**src/rtl/llpm_mem_pkg.sv**
```systemverilog
// Shared request-format helpers and arbitration functions for BRAM port sharing.
package llpm_mem_pkg;

    localparam int unsigned MaxReq     = 16;
    localparam int unsigned ReqWrLsb   = 0;
    localparam int unsigned ReqDataLsb = 1;

    // Address field sits above the data field in {addr, data, wr}
    function automatic int unsigned req_addr_lsb(input int unsigned width);
        return width + 1;
    endfunction

    function automatic int unsigned req_width(input int unsigned width,
                                              input int unsigned addr_width);
        return width + addr_width + 1;
    endfunction

    function automatic logic [MaxReq-1:0] onehot(input logic [3:0] id);
        logic [MaxReq-1:0] v;
        v     = '0;
        v[id] = 1'b1;
        return v;
    endfunction

    // First set bit of valid searching circularly from ptr over n entries; 0 if none
    function automatic logic [3:0] rr_pick(input logic [MaxReq-1:0] valid,
                                           input logic [3:0]        ptr,
                                           input int unsigned       n);
        logic [3:0]  pick;
        logic        found;
        int unsigned idx;
        pick  = 4'd0;
        found = 1'b0;
        for (int unsigned k = 0; k < MaxReq; k++) begin
            if (k < n) begin
                idx = (32'(ptr) + k) % n;
                if (!found && valid[idx[3:0]]) begin
                    pick  = idx[3:0];
                    found = 1'b1;
                end
            end
        end
        return pick;
    endfunction

endpackage

```
**src/rtl/arb_tag_fifo.sv**
```systemverilog
// In-order FIFO of requester ids awaiting a RAM response.
module arb_tag_fifo #(
    parameter int unsigned W     = 2,
    parameter int unsigned Depth = 4
) (
    input  logic                         clk,
    input  logic                         reset,
    input  logic                         push,
    input  logic                         pop,
    input  logic [W-1:0]                 din,
    output logic [W-1:0]                 dout,
    output logic [$clog2(Depth+1)-1:0]   count,
    output logic                         full,
    output logic                         empty
);

    localparam int unsigned CntW = $clog2(Depth + 1);
    localparam int unsigned PtrW = (Depth > 1) ? $clog2(Depth) : 1;

    logic [W-1:0]    mem [Depth];
    logic [PtrW-1:0] wr_ptr;
    logic [PtrW-1:0] rd_ptr;

    function automatic logic [PtrW-1:0] ptr_inc(input logic [PtrW-1:0] p);
        return (p == PtrW'(Depth - 1)) ? '0 : p + 1'b1;
    endfunction

    // Storage, pointers and occupancy; all cleared by reset
    always_ff @(posedge clk or posedge reset) begin
        if (reset) begin
            for (int i = 0; i < int'(Depth); i++) mem[i] <= '0;
            wr_ptr <= '0;
            rd_ptr <= '0;
            count  <= '0;
        end else begin
            if (push) begin
                mem[wr_ptr] <= din;
                wr_ptr      <= ptr_inc(wr_ptr);
            end
            if (pop) rd_ptr <= ptr_inc(rd_ptr);
            if (push && !pop)      count <= count + 1'b1;
            else if (pop && !push) count <= count - 1'b1;
        end
    end

    // Head and status flags
    always_comb begin
        dout  = mem[rd_ptr];
        full  = (count == CntW'(Depth));
        empty = (count == '0);
    end

endmodule

```
**src/rtl/bram_port_arbiter.sv**
```systemverilog
// Round-robin sharing of one BRAM port among NumReq valid/bp requesters,
// with an in-order tag FIFO steering responses back to their issuers.
module bram_port_arbiter
    import llpm_mem_pkg::*;
#(
    parameter int unsigned Width          = 8,
    parameter int unsigned AddrWidth      = 8,
    parameter int unsigned NumReq         = 4,
    parameter int unsigned MaxOutstanding = 4
) (
    input  logic                                      clk,
    input  logic                                      reset,
    input  logic [NumReq*(Width+AddrWidth+1)-1:0]     cl_req,
    input  logic [NumReq-1:0]                         cl_req_valid,
    output logic [NumReq-1:0]                         cl_req_bp,
    output logic [NumReq*Width-1:0]                   cl_resp,
    output logic [NumReq-1:0]                         cl_resp_valid,
    input  logic [NumReq-1:0]                         cl_resp_bp,
    output logic [Width+AddrWidth:0]                  mem_req,
    output logic                                      mem_req_valid,
    input  logic                                      mem_req_bp,
    input  logic [Width-1:0]                          mem_resp,
    input  logic                                      mem_resp_valid,
    output logic                                      mem_resp_bp
);

    localparam int unsigned ReqW = req_width(Width, AddrWidth);
    localparam int unsigned IdW  = $clog2(NumReq);
    localparam int unsigned CntW = $clog2(MaxOutstanding + 1);

    logic [IdW-1:0]    rr_ptr;
    logic [IdW-1:0]    rr_next;
    logic [IdW-1:0]    grant;
    logic [IdW-1:0]    head;
    logic [IdW-1:0]    tgt;
    logic [CntW-1:0]   count;
    logic [MaxReq-1:0] valid_ext;
    logic              full;
    logic              empty;
    logic              blocked;
    logic              req_accept;
    logic              resp_accept;
    logic              bypass;
    logic              push;
    logic              pop;

    // Grant, request/response routing and FIFO control
    always_comb begin
        valid_ext     = MaxReq'(cl_req_valid);
        grant         = IdW'(rr_pick(valid_ext, 4'(rr_ptr), NumReq));
        rr_next       = (grant == IdW'(NumReq - 1)) ? '0 : grant + 1'b1;
        // full blocks new requests regardless of a same-cycle pop
        blocked       = full | reset;
        mem_req_valid = (|cl_req_valid) & ~blocked;
        mem_req       = cl_req[32'(grant)*ReqW +: ReqW];
        req_accept    = mem_req_valid & ~mem_req_bp;
        // With nothing outstanding the response can only belong to this cycle's grant
        tgt           = empty ? grant : head;
        mem_resp_bp   = cl_resp_bp[tgt];
        resp_accept   = mem_resp_valid & ~mem_resp_bp & ~reset;
        bypass        = empty & req_accept & resp_accept;
        push          = req_accept & ~bypass;
        pop           = resp_accept & ~empty;
        cl_resp       = {NumReq{mem_resp}};
        cl_req_bp     = '0;
        cl_resp_valid = '0;
        for (int unsigned i = 0; i < NumReq; i++) begin
            cl_req_bp[i]     = (32'(grant) != i) | mem_req_bp | blocked;
            cl_resp_valid[i] = mem_resp_valid & ~reset & (32'(tgt) == i);
        end
    end

    // Round-robin pointer advances past the requester just served
    always_ff @(posedge clk or posedge reset) begin
        if (reset)           rr_ptr <= '0;
        else if (req_accept) rr_ptr <= rr_next;
    end

    arb_tag_fifo #(
        .W     (IdW),
        .Depth (MaxOutstanding)
    ) u_tag_fifo (
        .clk   (clk),
        .reset (reset),
        .push  (push),
        .pop   (pop),
        .din   (grant),
        .dout  (head),
        .count (count),
        .full  (full),
        .empty (empty)
    );

    // A response with nothing outstanding and no request in flight is a RAM protocol error
    assert property (@(posedge clk) disable iff (reset)
                     (mem_resp_valid && empty) |-> req_accept);

endmodule

```
**config.mk**
```make
export PLATFORM = sky130hd
export DESIGN_NAME = bram_port_arbiter
export DESIGN_NICKNAME = d
export VERILOG_FILES = /design/src/rtl/llpm_mem_pkg.sv /design/src/rtl/arb_tag_fifo.sv /design/src/rtl/bram_port_arbiter.sv
export SDC_FILE = /design/constraint.sdc
export NUM_CORES = 1
export LEC_CHECK = 0
export CAP_MARGIN = 20
export CORE_MARGIN = 2
export CORE_UTILIZATION = 39
export DETAILED_ROUTE_END_ITERATION = 8
export GPL_ROUTABILITY_DRIVEN = 0
export HOLD_SLACK_MARGIN = 0.05
export PLACE_DENSITY = 0.87
export SLEW_MARGIN = 10
export SYNTH_ARGS = -nofsm -noshare
export SYNTH_HDL_FRONTEND = slang
export SYNTH_SLANG_ARGS = --single-unit
```
**constraint.sdc**
```tcl
create_clock -name clk -period 7.29 [get_ports clk]
set_input_delay 1.458 -clock clk [delete_from_list [all_inputs] [get_ports clk]]
set_output_delay 1.458 -clock clk [all_outputs]
set_load 0.05 [all_outputs]
```
==> results of run 1 <==
## how the worst max path moves through the flow
stage / startpoint / to / slack, ps / cells after the start
after detailed placement: cl_req_valid[2] / cl_resp_valid[1] / 1330 / 9
after CTS: cl_req_valid[2] / cl_resp_valid[1] / 1310 / 9
final: cl_req_valid[2] / cl_resp_valid[1] / 1320 / 9
after floorplan: cl_req_valid[0] / cl_resp_valid[0] / 2420 / 7
after global routing: cl_req_valid[2] / cl_resp_valid[1] / 1050 / 9
after global placement: cl_req_valid[2] / mem_resp_bp / 1410 / 9
## worst max-delay path, cell delays in order
cell             delay [ps]
clkdlybuf4s50_1         520
mux2i_1                 180
o22a_1                  210
and2_1                  330
inv_4                   270
o21ai_1                 420
nand3_1                 150
nor2_1                  150
clkdlybuf4s50_1         820
## per-layer routing
| metal | share of wire | routed length [um] |
|---|---|---|
| met3 | 0.078 | 406 |
| met5 | 0 | 0 |
| met4 | 0.0067 | 35 |
| met1 | 0.40 | 2120 |
| met2 | 0.51 | 2670 |
## registers in the layout (all words and copies together), names as in the netlist
register,cells
u_tag_fifo.count,3
u_tag_fifo.rd_ptr,2
rr_ptr,2
u_tag_fifo.mem,8
u_tag_fifo.wr_ptr,2
## stage by stage
| stage | utilization | hold slack, ps |
|---|---|---|
| floorplan | - | 459 |
| global placement | 0.553 | 472 |
| detailed placement | 0.553 | 484 |
| CTS | 0.562 | 498 |
| global route | 0.562 | 515 |
| finish | 0.562 | 498 |
## cells by family after synthesis
family,Yosys count,share of synthesized area
buf+inv,52,0.161
mux,50,0.260
compound gates,42,0.181
fa+ha+maj,11,0.0671
xor+xnor,3,0.0122
simple gates,53,0.122
flops,17,0.197
## layout by cell type (no fill, tap or decap), types with 3 or more instances in the layout
cell,netlist,final
a21oi_1,17,17
a22o_1,4,4
dfrtp_1,17,17
clkdlybuf4s50_1,0,106
nand2_1,11,11
nand3_1,3,3
mux2i_1,21,21
ha_1,10,10
mux2_2,19,19
clkbuf_8,0,3
o211ai_2,4,4
nor2_1,23,23
nor3_1,5,5
inv_1,9,9
mux2_1,8,8
## area by class of cell
class,count,area [um^2]
inverters,11,46.3
flip-flops and latches,17,425
multi-input cells,159,1390
fillers,480,2380
clock buffers,4,45.0
repair buffers,106,1060
well taps,72,90.1
## power by group
group	internal (mW)	switching [mW]	total, mW
clock	0.0388	0.0312	0.0700
sequential	0.143	0.0449	0.187
combinational	0.362	0.530	0.892
total	0.544	0.606	1.15
==> results.md, run 1 <==
- Status: finished clean
- Num ports: 147
- Gate Count Post-Synth: 228
- Grt total ovfl: 0
- Startpoint Class: primary input
- Hold Path Class: reg -> reg
- DP Area: 0.00301 mm^2
- Fmax: 0.168 GHz
- H-tree levels: 1
- Syn_area_per_cell: 9.48 um^2
- Starting Density: 0.398
- Yosys top cell area share: 0.197
- Met3 Track Usage GR: 0.0529
- Setup TNS: 0 ps
- Root Buffer: clkbuf_8
- Seq cells post-synth: 17
- DIE WIDTH: 78.5 um
- Peak supply drop: 0.151 mV
- Mapped Nets: 327
- Reg2reg end: u_tag_fifo.count[1]
- R2R Setup Slk: 4290 ps
- Finished Layout Cells: 369
- IO Port Bufs: 106
- Top cells by count, synth: buf_4 (33), nor2_1 (23), mux2i_1 (21), mux2_2 (19)
- Total of max-cap violations: 0
- Cells after DPL: 365
- Via count: 1854
- Remaining DRCs: 0
- Final WS setup: 1320 ps
- Worst-path clk slew: 60 ps
- Endpoint, Worst Hold: u_tag_fifo.mem[7]
- Initial antenna violation count: 0
- Final hold viol count: 0
- Post-DP HPWL: 4.26 mm
- # rows: 27
- Die Y-Extent: 78.5 um
- Total power: 1.15 mW
- Unique masters post-synth: 49
- Share of cells above drive strength 1: 0.145
- Via/cell ratio: 5.02
- CP Capture Type: output port
- DRT antenna net count: 0
- First-pass GRT wire length: 8.27 mm
- Grt met1 use: 0.195
- GRT Overall Usage: 0.165
- Post-CTS sizing: 0
- CP required: 5830 ps
- Worst slew pin tran: 696 ps
- Skew final: 8.29 ps
- DR WL/cell: 14.2 um
- Clock latency on the worst-skew pair: 250 ps
- Slew Viols, Final: 0
- Total routed wirelength: 5.23 mm
- Cts hold-fix bufs: 0
- Vias in the first global route: 1757
- Register area share after synthesis: 0.197
- Cell count of the worst hold path: 1
- CTS tree: built
- Cell taking the most area after synthesis: dfrtp_1
- RSZ-0062 raised after global routing: no
- Max clock buf depth: 2
- Period utilisation layout: 0.819
- Synth Cell Area: 0.00216 mm^2
- CTS Buf Count: 3
- Hold path start: u_tag_fifo.mem[7]
- EDFF count, synth: 0
- First drt pass iteration count: 5
- Final #Nets: 397
- # diodes: 0
- Worst r2r src: rr_ptr[1]
- Crit path DAT: 4510 ps
- Setup bufs post-CTS: 0
- Synth area leaders: dfrtp_1 (20%), buf_4 (11%), mux2_2 (9.9%)
- Tmin final: 5970 ps
- Yosys warning total: 0
- WS Path Type: in -> out
- Slew HR: 0.535
- Post-route cell area: 0.00306 mm^2
- R2R cell count: 11
- Cell Pwr Density: 376 mW/mm^2
- Layout area overhead: 41.3%
- CP max FO: 38
- Setup-failing EPs final: 0
- Total Die Area: 0.00616 mm^2
- Core area: 0.00544 mm^2
- Iteration-0 DRC Markers: 59
- Async set-reset flop share out of synthesis: 1.00
- Met2 Track Usage GR: 0.291
- Pleak: 1.26 nW
- Pre-CTS setup slack: 1330 ps
- Clk sinks: 17
- Top Usage Layer GRT: met2
- Largest net degree at the start of global routing: 44
- Most numerous cell in the Yosys netlist: buf_4
- Dominant synthesized flop cell: dfrtp_1
No activity file was read; power rests on OpenSTA's default activity.
==> run 2, diff against run 1 <==
--- a/config.mk
+++ b/config.mk
@@ -7,11 +7,11 @@
 export LEC_CHECK = 0
 export CAP_MARGIN = 20
 export CORE_MARGIN = 2
-export CORE_UTILIZATION = 39
+export CORE_UTILIZATION = 33
 export DETAILED_ROUTE_END_ITERATION = 8
 export GPL_ROUTABILITY_DRIVEN = 0
 export HOLD_SLACK_MARGIN = 0.05
-export PLACE_DENSITY = 0.87
+export PLACE_DENSITY = 0.79
 export SLEW_MARGIN = 10
 export SYNTH_ARGS = -nofsm -noshare
 export SYNTH_HDL_FRONTEND = slang
==> constraint.sdc (replaced) <==
create_clock -name clk -period 5.2 [get_ports clk]
set_input_delay 1.04 -clock clk [delete_from_list [all_inputs] [get_ports clk]]
set_output_delay 1.04 -clock clk [all_outputs]
set_load 0.05 [all_outputs]
==> run 2 against run 1 <==
Net effect:
- via count rose by 0.32%
- total power is 43% higher
- global-route usage decreased by 1.8 points
- routed wire length rose by 6.2%
- non-clock buffer count increased by 3
- final area is 0.98% higher
- critical endpoint is now mem_req[7]
- register-to-register slack got worse by 2100 ps
- highest routed layer unchanged
- critical path depth is 1 higher
- first-iteration DRC count down 3.4%
- sequential power grew 42%
==> results.md, run 2 (synthesis gave the netlist of run 1 again) <==
- WS Path Type: in -> out
- Worst slew pin tran: 661 ps (-35.0 ps)
- Crit path DAT: 3850 ps (-660 ps)
- CTS tree: built
- DRT antenna net count: 0 (unchanged)
- Endpoint, Worst Hold: u_tag_fifo.mem[3]
- Post-route cell area: 0.00309 mm^2 (+0.98%)
- Vias in the first global route: 1898 (+8.0%)
- Clock latency on the worst-skew pair: 260 ps (about the same)
- Cells after DPL: 373 (+2.2%)
- Top reg by flops: u_tag_fifo.mem
- Pre-CTS setup slack: 303 ps (-1030 ps)
- Starting Density: 0.340 (-0.0570)
- Hold slack: 496 ps (-1.77 ps)
- RSZ-0062 raised after global routing: no
- Hold path start: u_tag_fifo.mem[3]
- DR WL/cell: 14.7 um (+3.9%)
- Hold Path Class: reg -> reg
- Largest net degree at the start of global routing: 44 (unchanged)
- Max FFs per register: 8 (unchanged)
- Share of cells above drive strength 1: 0.173 (+0.0286)
- Total power: 1.64 mW (+43%)
- CP required: 4160 ps (-1670 ps)
- Peak supply drop: 0.272 mV (+80%)
- DP Area: 0.00304 mm^2 (+0.96%)
- Cell count of the worst hold path: 1 (unchanged)
- Cell Pwr Density: 531 mW/mm^2 (+41%)
- Post-CTS sizing: 0 (unchanged)
- Total of max-cap violations: 0 (unchanged)
- Setup bufs post-CTS: 0 (unchanged)
- FILL cells: 572 (+19%)
- First-pass GRT wire length: 8.78 mm (+6.1%)
- Finished Layout Cells: 377 (+2.2%)
- Setup-failing EPs final: 0 (unchanged)
- Tmin final: 4890 ps
- # diodes: 0 (unchanged)
- Core area: 0.00635 mm^2 (+17%)
- Remaining DRCs: 0 (unchanged)
- Final hold viol count: 0 (unchanged)
- Final WS setup: 306 ps (-1020 ps)
- # rows: 29 (+7.4%)
- Startpoint Class: primary input
- GRT Overall Usage: 0.146 (-0.0183)
- Grt total ovfl: 0 (unchanged)
- First drt pass iteration count: 4 (-1)
- Period utilisation layout: 0.941
- CP max FO: 23 (-39%)
- H-tree levels: 1 (unchanged)
- Num ports: 147 (unchanged)
- Die Y-Extent: 84.9 um (+8.3%)
- Final core occ: 0.486 (-0.0759)
- CP Capture Type: output port
- Total routed wirelength: 5.55 mm (+6.2%)
- Iteration-0 DRC Markers: 57 (-3.4%)
- R2R cell count: 12 (+1)
- Clk sinks: 17 (unchanged)
- Final #Nets: 400 (+0.76%)
- Setup TNS: 0 ps (unchanged)
- Via count: 1860 (+0.32%)
- Commonest non-fill, non-tap cell in the layout: clkdlybuf4s50_1
- Fmax: 0.204 GHz
- Layout area overhead: 42.7%
- Initial antenna violation count: 0 (unchanged)
- Worst-path clk slew: 70 ps (about the same)
- R2R Setup Slk: 2170 ps (-2120 ps)
- DIE WIDTH: 84.9 um (+8.3%)
- Pleak: 1.29 nW (+2.4%)
- Post-DP HPWL: 4.56 mm (+7.1%)
- Reg2reg end: u_tag_fifo.count[2]
- Via/cell ratio: 4.93 (-1.8%)
- Slew Viols, Final: 0 (unchanged)
- Status: finished clean
- IO Port Bufs: 106 (unchanged)
- Cts hold-fix bufs: 0 (unchanged)
- Worst r2r src: u_tag_fifo.rd_ptr[0]
- Most frequent cells in the layout: clkdlybuf4s50_1 (101), nor2_1 (23), mux2i_1 (21)
- CTS Buf Count: 3 (unchanged)
- Top flop regs: u_tag_fifo.mem: 8 flops, u_tag_fifo.count: 3 flops
- Root Buffer: clkbuf_8
- Total Die Area: 0.00721 mm^2 (+17%)
- Skew final: 0.441 ps (-7.85 ps)
- Max clock buf depth: 2 (unchanged)
- Slew HR: 0.556 (+0.0205)
[run 2: cell count changes in the layout (fill, tap and decap cells not counted), sizes merged]
cell / delta
buf: +8
clkdlybuf4s50: -5
clkbuf: -1
clkinv: +1
[run 2: final cells by class]
cell class	instances	area (um^2)	share of cell area
multi-input combinational	159	1390	0.450
tap	77	96.3	0.0312
clock inverter	1	5.00	0.00162
sequential	17	425	0.138
timing repair buffer	109	1080	0.351
clock buffer	3	41.3	0.0134
inverter	11	46.3	0.0150
[run 2: power by group]
group,leakage (nW),switching [mW],internal [mW]
Clock,0.0255,0.0476,0.0533
Sequential,0.206,0.0657,0.200
Combinational,1.06,0.754,0.518
[run 2: layer usage]
metal,up-vias,track usage,share of wire
li1,928,-,-
met1,874,0.179,0.42
met2,47,0.254,0.52
met3,11,0.0370,0.043
met4,0,0.0418,0.016
met5,-,0,0
[run 2: critical path, cell delays in order]
cell and delay (ps):
clkdlybuf4s50_1 600, mux2i_1 120, o22a_1 230, and2_1 270, inv_4 170, buf_12 200
mux2_2 350, nor2_1 90, a21oi_1 50, clkdlybuf4s50_1 720
[run 2: how the worst max path moves through the flow]
stage	to	from	slack (ps)	cells after the start
2_1_floorplan	cl_resp_valid[0]	cl_req_valid[0]	1170	7
5_1_grt	mem_req[5]	cl_req_valid[2]	150	10
3_5_place_dp	mem_req[5]	cl_req_valid[2]	300	10
3_3_place_gp	mem_req[3]	cl_req_valid[2]	360	10
6_report	mem_req[7]	cl_req_valid[2]	310	10
4_1_cts	mem_req[7]	cl_req_valid[2]	290	10
